[src/rtl/multicycle_control_unit.sv]
// multicycle_control_unit: multicycle fetch/decode/execute/memory/writeback control FSM
// with a mem_ready watchdog that traps into a sticky FAULT state.
module multicycle_control_unit #(
   parameter int MEM_TIMEOUT = 15
) (
   input  logic       clk,
   input  logic       rst_n,
   input  logic [3:0] OPCODE,
   input  logic [3:0] FUNCFIELD,
   input  logic       mem_ready,
   output logic       C_IRWrite,
   output logic       C_PCWrite,
   output logic       C_PCWriteCond,
   output logic       C_BranchNE,
   output logic [1:0] C_PCSource,
   output logic       C_IorD,
   output logic       C_MemRead,
   output logic       C_MemWrite,
   output logic       C_MemtoReg,
   output logic       C_RegWrite,
   output logic       C_ALUSrcA,
   output logic [1:0] C_ALUSrcB,
   output logic       C_ExtSel,
   output logic [2:0] C_ALUOp,
   output logic       illegal,
   output logic       fault,
   output logic       instr_done,
   output logic [3:0] state
);
   localparam int CW = (MEM_TIMEOUT > 1) ? $clog2(MEM_TIMEOUT + 1) : 1;
   localparam logic [2:0] ALU_ADD = 3'b000, ALU_SUB = 3'b001, ALU_NAND = 3'b010, ALU_OR = 3'b011;
   localparam logic [2:0] ALU_SHL = 3'b100, ALU_SHR = 3'b101, ALU_SAR = 3'b110;
   typedef enum logic [3:0] {
      S_FETCH = 4'd0, S_DECODE = 4'd1, S_EXEC_R = 4'd2, S_EXEC_I = 4'd3,
      S_SHIFT = 4'd4, S_WB_ALU = 4'd5, S_MEM_ADDR = 4'd6, S_MEM_RD = 4'd7,
      S_MEM_WB = 4'd8, S_MEM_WR = 4'd9, S_BRANCH = 4'd10, S_JUMP = 4'd11,
      S_FAULT = 4'd15
   } state_t;
   typedef struct packed {
      logic       ir_write;
      logic       pc_write;
      logic       pc_write_cond;
      logic       branch_ne;
      logic [1:0] pc_source;
      logic       iord;
      logic       mem_read;
      logic       mem_write;
      logic       mem_to_reg;
      logic       reg_write;
      logic       alu_src_a;
      logic [1:0] alu_src_b;
      logic       ext_sel;
      logic [2:0] alu_op;
      logic       illegal;
      logic       fault;
      logic       instr_done;
      logic [3:0] state;
   } ctl_t;
   state_t        state_q, state_d;
   logic [CW-1:0] cnt_q, cnt_d;
   logic          wait_st, tmo;
   ctl_t          ctl, ctl_g;
   // Watchdog counts consecutive not-ready cycles; any ready or non-wait state clears it.
   assign wait_st = state_q inside {S_FETCH, S_MEM_RD, S_MEM_WR};
   assign cnt_d   = (wait_st && !mem_ready && MEM_TIMEOUT > 0) ? cnt_q + 1'b1 : '0;
   assign tmo     = (MEM_TIMEOUT > 0) && wait_st && !mem_ready && (cnt_d == CW'(MEM_TIMEOUT));
   always_ff @(posedge clk or negedge rst_n) begin
      if (!rst_n) begin
         state_q <= S_FETCH;
         cnt_q   <= '0;
      end else begin
         state_q <= state_d;
         cnt_q   <= cnt_d;
      end
   end
   always_comb begin
      ctl       = '0;
      ctl.state = state_q;
      state_d   = state_q;
      case (state_q)
         S_FETCH: begin
            ctl.mem_read  = 1'b1;
            ctl.alu_src_b = 2'b01;
            ctl.ir_write  = mem_ready;
            ctl.pc_write  = mem_ready;
            state_d       = mem_ready ? S_DECODE : S_FETCH;
         end
         S_DECODE: begin
            ctl.alu_src_b = 2'b11;
            case (OPCODE)
               4'b1000, 4'b1100, 4'b1011, 4'b1111:                   state_d = S_EXEC_R;
               4'b1001, 4'b1010, 4'b1101, 4'b1110, 4'b0111, 4'b0110: state_d = S_EXEC_I;
               4'b0000:                                              state_d = S_SHIFT;
               4'b0001, 4'b0010:                                     state_d = S_MEM_ADDR;
               4'b0100, 4'b0101:                                     state_d = S_BRANCH;
               default:                                              state_d = S_JUMP;
            endcase
         end
         S_EXEC_R: begin
            ctl.alu_src_a = 1'b1;
            ctl.alu_op    = OPCODE == 4'b1100 ? ALU_SUB :
                            OPCODE == 4'b1011 ? ALU_NAND :
                            OPCODE == 4'b1111 ? ALU_OR : ALU_ADD;
            state_d       = S_WB_ALU;
         end
         S_EXEC_I: begin
            ctl.alu_src_a = 1'b1;
            ctl.alu_src_b = 2'b10;
            ctl.ext_sel   = OPCODE == 4'b1001 || OPCODE == 4'b1101;
            ctl.alu_op    = (OPCODE == 4'b1101 || OPCODE == 4'b1110) ? ALU_SUB :
                            OPCODE == 4'b0111 ? ALU_NAND :
                            OPCODE == 4'b0110 ? ALU_OR : ALU_ADD;
            state_d       = S_WB_ALU;
         end
         S_SHIFT: begin
            ctl.alu_src_a  = 1'b1;
            ctl.alu_op     = FUNCFIELD == 4'b0001 ? ALU_SHL :
                             FUNCFIELD == 4'b0010 ? ALU_SHR :
                             FUNCFIELD == 4'b0011 ? ALU_SAR : ALU_ADD;
            ctl.illegal    = !(FUNCFIELD inside {4'b0001, 4'b0010, 4'b0011});
            ctl.instr_done = ctl.illegal;
            state_d        = ctl.illegal ? S_FETCH : S_WB_ALU;
         end
         S_WB_ALU: begin
            ctl.reg_write  = 1'b1;
            ctl.instr_done = 1'b1;
            state_d        = S_FETCH;
         end
         S_MEM_ADDR: begin
            ctl.alu_src_a = 1'b1;
            ctl.alu_src_b = 2'b10;
            ctl.ext_sel   = 1'b1;
            state_d       = OPCODE == 4'b0001 ? S_MEM_RD : S_MEM_WR;
         end
         S_MEM_RD: begin
            ctl.mem_read = 1'b1;
            ctl.iord     = 1'b1;
            state_d      = mem_ready ? S_MEM_WB : S_MEM_RD;
         end
         S_MEM_WB: begin
            ctl.reg_write  = 1'b1;
            ctl.mem_to_reg = 1'b1;
            ctl.instr_done = 1'b1;
            state_d        = S_FETCH;
         end
         S_MEM_WR: begin
            ctl.mem_write  = 1'b1;
            ctl.iord       = 1'b1;
            ctl.instr_done = mem_ready;
            state_d        = mem_ready ? S_FETCH : S_MEM_WR;
         end
         S_BRANCH: begin
            ctl.alu_src_a     = 1'b1;
            ctl.alu_op        = ALU_SUB;
            ctl.pc_write_cond = 1'b1;
            ctl.pc_source     = 2'b01;
            ctl.branch_ne     = OPCODE[0];
            ctl.instr_done    = 1'b1;
            state_d           = S_FETCH;
         end
         S_JUMP: begin
            ctl.pc_write   = 1'b1;
            ctl.pc_source  = 2'b10;
            ctl.instr_done = 1'b1;
            state_d        = S_FETCH;
         end
         S_FAULT: ctl.fault = 1'b1;
         default: state_d = S_FAULT;
      endcase
      if (tmo) state_d = S_FAULT;
   end
   // Outputs are forced low while reset is held, even though FETCH would assert MemRead.
   assign ctl_g         = rst_n ? ctl : '0;
   assign C_IRWrite     = ctl_g.ir_write;
   assign C_PCWrite     = ctl_g.pc_write;
   assign C_PCWriteCond = ctl_g.pc_write_cond;
   assign C_BranchNE    = ctl_g.branch_ne;
   assign C_PCSource    = ctl_g.pc_source;
   assign C_IorD        = ctl_g.iord;
   assign C_MemRead     = ctl_g.mem_read;
   assign C_MemWrite    = ctl_g.mem_write;
   assign C_MemtoReg    = ctl_g.mem_to_reg;
   assign C_RegWrite    = ctl_g.reg_write;
   assign C_ALUSrcA     = ctl_g.alu_src_a;
   assign C_ALUSrcB     = ctl_g.alu_src_b;
   assign C_ExtSel      = ctl_g.ext_sel;
   assign C_ALUOp       = ctl_g.alu_op;
   assign illegal       = ctl_g.illegal;
   assign fault         = ctl_g.fault;
   assign instr_done    = ctl_g.instr_done;
   assign state         = ctl_g.state;
endmodule

[config.mk]
export PLATFORM = sky130hd
export DESIGN_NAME = multicycle_control_unit
export DESIGN_NICKNAME = d
export VERILOG_FILES = /design/src/rtl/multicycle_control_unit.sv
export SDC_FILE = /design/constraint.sdc
export NUM_CORES = 1
export LEC_CHECK = 0
export CORE_AREA = 2 2 62 64
export DETAILED_ROUTE_END_ITERATION = 8
export DIE_AREA = 0 0 64 66
export HOLD_SLACK_MARGIN = 0.02
export PLACE_DENSITY_LB_ADDON = 0.25
export SLEW_MARGIN = 20
export SYNTH_ARGS = -nofsm -noshare
export SYNTH_HDL_FRONTEND = slang
export SYNTH_SLANG_ARGS = --single-unit
[constraint.sdc]
create_clock -name clk -period 2.8 [get_ports clk]
set_clock_uncertainty 0.1 [all_clocks]
set_input_delay 0.42 -clock clk [delete_from_list [all_inputs] [get_ports clk]]
set_output_delay 0.42 -clock clk [all_outputs]
set_load 0.05 [all_outputs]
## After elaboration in Yosys (flattened, before gate mapping)

Memory sizes are Yosys's and may differ from the RTL's.
Cells that the tools add are included.

| operators by class | value |
|---|---|
| add/sub/neg operators | 1 |
| equality and inequality tests | 26 |
| multiplexer cells | 34 |
| reduce and logical (&&, ||, !) cells | 16 |

Operators with widths:

| operator | number |
|---|---|
| $eq 4x4->1 const B | 12 |
| $pmux 4 s9 | 1 |
| $mux 25 | 1 |
| $eq 4x3->1 const B | 6 |
| $mux 4 | 5 |
| $eq 4x2->1 const B | 4 |
| $mux 2 | 7 |
| $eq 4x1->1 const B | 3 |
| $mux 3 | 4 |
| $pmux 3 s4 | 1 |
| $mux 1 | 10 |
| $reduce_or 2->1 | 5 |
| $pmux 2 s3 | 1 |
| $reduce_bool 3->1 | 2 |
| $reduce_or 5->1 | 1 |
| $add 4x1->4 const B | 1 |
| $logic_not 4->1 | 1 |
| $pmux 1 s2 | 2 |
| $pmux 2 s2 | 1 |
| $reduce_or 4->1 | 1 |
| $pmux 1 s3 | 1 |
| $logic_and 1x1->1 | 2 |
| $logic_not 1->1 | 2 |
| $logic_or 1x1->1 | 2 |
| $ne 2x2->1 const B | 1 |

| word-level totals | value |
|---|---|
| register bits after elaboration | 8 |
| memory bits (read-only) | 64 |
| bits of input ports | 11 |
| output and inout bits | 25 |
| logic and storage cells | 80 |
| memories | 1 |

Memory list:

| name | words | width | rd ports | clocked after memory_dff | write ports | RTL line | source |
|---|---|---|---|---|---|---|---|
| (no name shown) | 16 | 4 | 1 | 0 | 0 | 90 | `case (OPCODE)` |

## Depth between registers and ports, before layout

Gate-level depths: netlist of the first run.

| logic depth | value |
|---|---|
| word-level depth | 7 |
| mapped depth | 6 |
| depth with buffers taken out | 6 |

## Worst setup path after synthesis of the first run

OpenSTA, ideal clock, no wires.

| timing | value |
|---|---|
| path type | flip-flop to output port |
| start point | register state_q[3] |
| end point | output fault |
| arrival | 2.360 ns |
| setup slack | -0.080 ns |
| cell stages (with the launch flop) | 4 |
| path through | dfrtp_1 > clkbuf_1 > and2_1 > nor3b_1 |

| on the way | value |
|---|---|
| cells in the longest elaborated chain, start to end | 3 |

Ends and longest elaborated chain:

| what | RTL line | source |
|---|---|---|
| from (decl) | 59 | `state_t state_q, state_d;` |
| from (signal assigned) | 72 | `state_q <= state_d;` |
| $eq 4x4->1 | 80 | `case (state_q)` |
| $mux 1 | 80 |  |
| $mux 25 | 173 | `assign ctl_g = rst_n ? ctl : '0;` |
| to (decl) | 26 | `output logic fault,` |

No other way between the ends.

## Worst setup path in the final report of the first run

| timing | value |
|---|---|
| start point | register state_q[0] |
| end point | output C_ALUOp[1] |

| on the way | value |
|---|---|
| cells in the longest elaborated chain, start to end | 3 |
| elaborated cells between the ends (all ways) | 6 |

Ends and longest elaborated chain:

| what | RTL line | source |
|---|---|---|
| $eq 4x4->1, or another cell as far along | 80 |  |
| $pmux 3 s4 (*) | 80 |  |
| $mux 25 (*) | 173 |  |
| to (decl) | 24 | `output logic [2:0] C_ALUOp,` |

Mark *: on every way between the ends. The rest lies on a longest branch, timed or not.

==> results of run 1 <==
## cells in the final DEF, fill, tap and decap left out, types with 2 or more instances in the layout
cell type	Yosys	routed
buf_12	0	25
nor2_1	18	18
nand2_1	9	9
o21ai_0	8	8
ha_1	8	8
dfrtp_1	8	8
clkdlybuf4s50_1	0	8
inv_1	7	6
nand2b_1	6	6
and2_1	6	6
a21oi_1	6	6
buf_4	0	6
nand3_1	5	5
nor3_1	4	4
o21a_1	4	4
mux2i_1	4	4
a31oi_1	4	4
nor3b_1	5	3
a21o_1	3	3
nor2b_1	3	3
or2_2	3	3
clkbuf_4	0	3
nor3b_2	0	2
a211o_1	2	2
dlymetal6s2s_1	0	2
## cell families after synthesis
logic type | Yosys count
xor+xnor | 2
flops | 8
mux | 4
fa+ha+maj | 8
simple gates | 66
compound gates | 38
buf+inv | 17
## power by group through the flow
stage	clock network [mW]	logic [mW]	registers [mW]
after floorplan	0	0.649	0.175
after global placement	0	0.971	0.235
after detailed placement	0	0.979	0.238
after CTS	0.0878	0.983	0.236
after global routing	0.0934	1.06	0.249
final	0.0833	0.983	0.237
## routing by layer
layer	routed length [µm]	part of all wire, %
met3	151	5.1
met5	0	0
met4	0	0
met2	1570	53
met1	1240	42
## worst max-delay path: cells and delay by family (launching register included)
family	cells	cell delay (ps)
compound gates	1	220
simple gates	3	800
flops	1	590
buf+inv	1	170
## per-stage QoR
stage / worst slack, ps / TNS [ps] / cell area (µm²) / total power [mW] / std cells
finish: 259 / 0 / 1740 / 1.30 / 225
detailed placement: -33.8 / -33.8 / 1700 / 1.22 / 222
global route: 84.5 / 0 / 1740 / 1.40 / 225
global placement: 98.2 / 0 / 1700 / 1.21 / 222
floorplan: 81.9 / 0 / 1040 / 0.824 / 143
CTS: 7.71 / 0 / 1730 / 1.31 / 225
## worst paths after layout
check,slack (ps),cells past startpoint,start,end
min in group asynchronous,480,2,rst_n,cnt_q[2]
worst max register to register,770,4,state_q[0],state_q[3]
worst min-delay path,380,1,cnt_q[0],cnt_q[0]
worst min register to register,380,1,cnt_q[0],cnt_q[0]
worst max-delay path,260,5,state_q[0],C_ALUOp[1]
max in group asynchronous,1990,2,rst_n,state_q[1]
## area by class of cell
cell class	instances	area (µm²)
Clock buffer	3	22.5
Fill cell	326	1810
Inverter	7	26.3
Multi-Input combinational cell	118	783
Sequential cell	8	200
Tap cell	48	60.1
Timing Repair Buffer	41	651
## flip-flops by register name, summed over array words and instances (netlist names)
register	count
cnt_q	4
state_q	4
## timing repair
action	4_1_cts	5_1_grt
gates resized for setup	1	5
pin swaps	0	1
endpoints found under the hold margin	0	0
endpoints found under the setup margin	1	2
==> results by group, run 1 <==
Global route
  – Antenna violations before repair: 0
  – Total GRT Usage: 15.1%
  – Met2 global-route usage: 27.5%
  – Vias in the first global route: 1127
  – Grt peak-use layer: met2
  – Largest net degree at the start of global routing: 20
  – Met3 GRT Util: under 10%
  – GRT overflow: 0
  – First-pass GRT wire length: 5.14 mm
  – Met1 GRT Util: 18.5%

CTS
  – Setup Fix Bufs, Post-CTS: 0
  – Clock Path Buffers: 2
  – Clk Latency, worst-skew pair: 240 ps
  – Root buf cell: clkbuf_4
  – CTS tree: done
  – Num CTS Buffers: 3
  – Htree depth: 1
  – Clk sinks: 8
  – Hold-fix buffers at CTS: 0
  – CTS clk-pin slew, worst paths: 50 ps

Run status
  – Outcome: completed

STA
  – Final hold vios: 0
  – Tightest Pin Transition: 572 ps
  – Final period util: roughly nine tenths
  – Max frequency: 394 MHz
  – Worst slew margin: 61.9%
  – Final Max Slew Viols: 0
  – Final Critical Period: around 2500 ps
  – Hold Slack: 376 ps
  – Final Setup Violations: 0
  – RSZ-0062 raised after global routing: false

Finish
  – Layout area overhead: 67.6%
  – Final Net Count: between 150 and 200
  – Layout cells sized above 1: between 20% and 30%
  – Final core occ: about half
  – N_diodes: 0

Floorplan
  – Core area: 3550 µm²
  – Chip height: 66 µm
  – Starting Density: 29.3%
  – IO Count: 36
  – Full die area: around 4200 µm²
  – Die X: 64 µm
  – Row count: 22

Logic synthesis
  – Mapped Nets: ~160
  – Ys flop type: dfrtp_1
  – Post-Synth Adder-Cell Area: 9.63%
  – Largest family of logic cells by synthesized area: simple AND/OR/NAND/NOR gates
  – Simple-Gate Fraction of Synth Area: 33.9%
  – Synth Area in XOR/XNOR: 1.68%
  – Dominant cells by area after synthesis: dfrtp_1 19%, ha_1 9.6%, nor2_1 6.5%, mux2i_1 3.9%, o21ai_0 3.9%
  – Async S/R FF share, synth: 100%
  – Area fraction in compound gates after synthesis: 24.7%
  – Mapped Area: 1040 µm²
  – Mux cell area share after synthesis: 3.85%
  – Syn. warnings: 0
  – Mapped Cells: around 140
  – Register area share after synthesis: 19.3%
  – Area leader, netlist: dfrtp_1
  – Synth unique cells: 43
  – Commonest cells in the netlist: 18 x nor2_1, 9 x nand2_1, 8 x dfrtp_1, 8 x ha_1, 8 x o21ai_0
  – Post-synth EDFFs: 0
  – Most frequent cell after synthesis: nor2_1
  – Syn avg cell area: 7.27 µm²
  – Yosys reg bits: 8
  – Top-area cell type share of the netlist area: 19.3%

Power
  – Net Sw Frac: 51.3%
  – NetSw: 0.669 mW
  – Flop pwr share: 18.2%
  – Peak supply drop: 0.237 mV
  – Internal: 0.635 mW
  – Leakage: between 0.7 and 0.8 nW
  – Clk pwr share: 6.4%
  – Pwr dens: 748 nW/µm²
  – Combinational fraction of design power: 75.4%

Worst setup path
  – Critical path cell sequence: nor2_1 -> nand4_1 -> or2_2 -> a21boi_1 -> buf_12
  – Startpoint Class: flip-flop
  – CP Capture Type: output port
  – Req. time, crit path: 2280 ps
  – Crit-path max FO: 19
  – Critical Path AT: 2020 ps
  – Slowest CP cell: dfrtp_1
  – CP max stage delay: between 500 and 600 ps
  – Crit Path Class: flip-flop to output port

Routing
  – Vias: 1164
  – DRC Markers: 0
  – WL/cell: 13.2 µm
  – Via/cell ratio: 5.17
  – First-pass DRT Iterations: 4
  – DRT Wirelength: 2.96 mm
  – DRT antenna net count: 0
  – DR iter-0 viols: 52

Run
  – Max cap viols: 0

Placement
  – I/O Buffers: 35
  – RD Place Congestion: 0.891
  – Post-detail-place hpwl: 2.42 mm

Worst hold path
  – Hold Crit Class: flip-flop to flip-flop
Note: power is estimated with default switching activity, not from simulation.
==> run 2: changes to the inputs <==
Settings changed: PLACE_DENSITY set to 0.63, PLACE_DENSITY_LB_ADDON 0.25 to unset, RECOVER_POWER set to 100.
==> results by group, run 2 (synthesis results as in run 1) <==
Finish
  – N_diodes: 0
  – Commonest non-fill, non-tap cell in the layout: nor2_1
  – Layout area overhead: 48.0%
  – Final core occ: approximately 43%
  – Layout cells sized above 1: 15.8%
  – FILL cells: 346
  – Leading cell types in the layout, fill and taps excluded: 18 x nor2_1, 9 x nand2_1, 9 x clkdlybuf4s50_1, 9 x buf_12
  – Top flop regs: cnt_q x4, state_q x4
  – Final Cell Area: ~1500 µm²
  – Final Net Count: ~200

Power
  – Net Sw Frac: 55.3%
  – Peak supply drop: 0.234 mV
  – Pwr dens: between 700 and 800 nW/µm²
  – Combinational fraction of design power: 72.5%
  – Flop pwr share: between 20% and 30%
  – NetSw: 0.655 mW
  – Internal: 0.529 mW
  – Leakage: roughly 0.73 nW
  – Clk pwr share: 7.1%

Global route
  – Total GRT Usage: 15.0%
  – Antenna violations before repair: 0
  – Met1 GRT Util: 17.6%
  – Grt peak-use layer: met2
  – Met3 GRT Util: 2.21%
  – First-pass GRT wire length: 5.18 mm
  – Met2 global-route usage: 27.5%
  – Largest net degree at the start of global routing: 22
  – GRT overflow: 0
  – Vias in the first global route: 1161

STA
  – Final Max Slew Viols: 0
  – Final hold vios: 0
  – Worst slew margin: roughly 60%
  – RSZ-0062 raised after global routing: true
  – Max frequency: around 370 MHz
  – Final Critical Period: 2720 ps
  – Hold Slack: 396 ps
  – Final period util: 97.0%
  – Final Setup Violations: 0
  – Tightest Pin Transition: 606 ps

Worst setup path
  – Reg2reg start: state_q[0]
  – Crit Path Class: input port to output port
  – Worst R2R Path Depth: 4
  – Critical Path AT: around 2200 ps
  – Reg-to-Reg End: state_q[3]
  – Register-to-register setup slack: 750 ps
  – Crit-path max FO: 5
  – CP Capture Type: output port
  – Startpoint Class: input port
  – Req. time, crit path: 2280 ps

CTS
  – Num CTS Buffers: 3
  – CTS tree: done
  – Hold-fix buffers at CTS: 0
  – Clk Latency, worst-skew pair: 240 ps
  – Setup Fix Bufs, Post-CTS: 0
  – CTS-repair resized insts: 0
  – Clk sinks: 8
  – Root buf cell: clkbuf_4
  – Htree depth: 1
  – CTS clk-pin slew, worst paths: 50 ps
  – Clock Path Buffers: 2

Routing
  – DRC Markers: 0
  – Vias: 1193
  – DRT Wirelength: around 3.1 mm
  – WL/cell: 13.9 µm
  – First-pass DRT Iterations: 4
  – DRT antenna net count: 0
  – Via/cell ratio: about 5.3
  – DR iter-0 viols: 43

Run
  – Max cap viols: 0

Floorplan
  – Row count: 22
  – Core area: between 3000 and 4000 µm²
  – Starting Density: 29.3%
  – Die X: around 64 µm
  – Chip height: 66 µm
  – IO Count: 36
  – Full die area: 4220 µm²

Worst hold path
  – Worst Hold Path Cells: 1
  – Worst hold endpoint: cnt_q[0]
  – Worst Hold Launch: cnt_q[0]
  – Hold Crit Class: flip-flop to flip-flop

Run status
  – Outcome: completed

Placement
  – Post-detail-place hpwl: 2.48 mm
  – Post-DP Area: 1700 µm²
  – RD Place Congestion: 0.891
  – I/O Buffers: 35
-- run 2: cell types whose count changed in the layout (fill, tap and decap cells not counted), sizes merged --
cell           change
dlymetal6s2s       +5
clkbuf            +10
dlygate4sd3        +1
buf               -18
clkdlybuf4s50      +1
clkdlybuf4s15      +1
-- run 2: area by class of cell --
type	count	area, µm²	share of cell area [%]
Multi-Input combinational cell	118	777	50.5
Timing Repair Buffer	41	453	29.4
Sequential cell	8	200	13.0
Tap cell	48	60.1	3.90
Inverter	7	26.3	1.71
Clock buffer	3	22.5	1.46
-- run 2: metal layers --
layer  wire length, µm  part of all wire, %
met2              1540                   49
met1              1390                   45
met3               149                  4.8
met5                 0                    0
met4                41                  1.3
-- run 2: worst max-delay path by stage --
stage | slack, ps | start | cells after the start | endpoint
floorplan | 80 | OPCODE[2] | 5 | C_ExtSel
global placement | 100 | OPCODE[0] | 8 | C_ALUOp[0]
detailed placement | 50 | OPCODE[1] | 8 | C_ExtSel
CTS | 20 | OPCODE[1] | 8 | C_ExtSel
global route | -20 | OPCODE[1] | 8 | C_ALUOp[0]
finish | 80 | OPCODE[0] | 8 | C_ALUOp[0]
-- run 2: stage by stage --
| stage | setup TNS [ps] | setup WS, ps | instances | power, mW |
|---|---|---|---|---|
| after floorplan | 0 | 81.9 | 143 | 0.824 |
| after global placement | 0 | 99.5 | 222 | 1.20 |
| after detailed placement | 0 | 45.3 | 222 | 1.21 |
| after CTS | 0 | 24.1 | 225 | 1.30 |
| after global routing | -35.6 | -23.9 | 225 | 1.27 |
| final | 0 | 83.0 | 225 | 1.18 |
-- run 2: power by group through the flow --
| stage | Combinational [mW] | Clock, mW | Sequential (mW) |
|---|---|---|---|
| after floorplan | 0.649 | 0 | 0.175 |
| after global placement | 0.959 | 0 | 0.238 |
| after detailed placement | 0.972 | 0 | 0.243 |
| after CTS | 0.975 | 0.0866 | 0.240 |
| after global routing | 0.926 | 0.0894 | 0.253 |
| final | 0.857 | 0.0835 | 0.242 |
-- run 2: critical path: stages --
cell,delay (ps)
clkdlybuf4s50_1,560
inv_1,120
ha_1,220
or2_2,260
a31oi_1,160
o32ai_1,90
o21a_1,200
buf_12,150
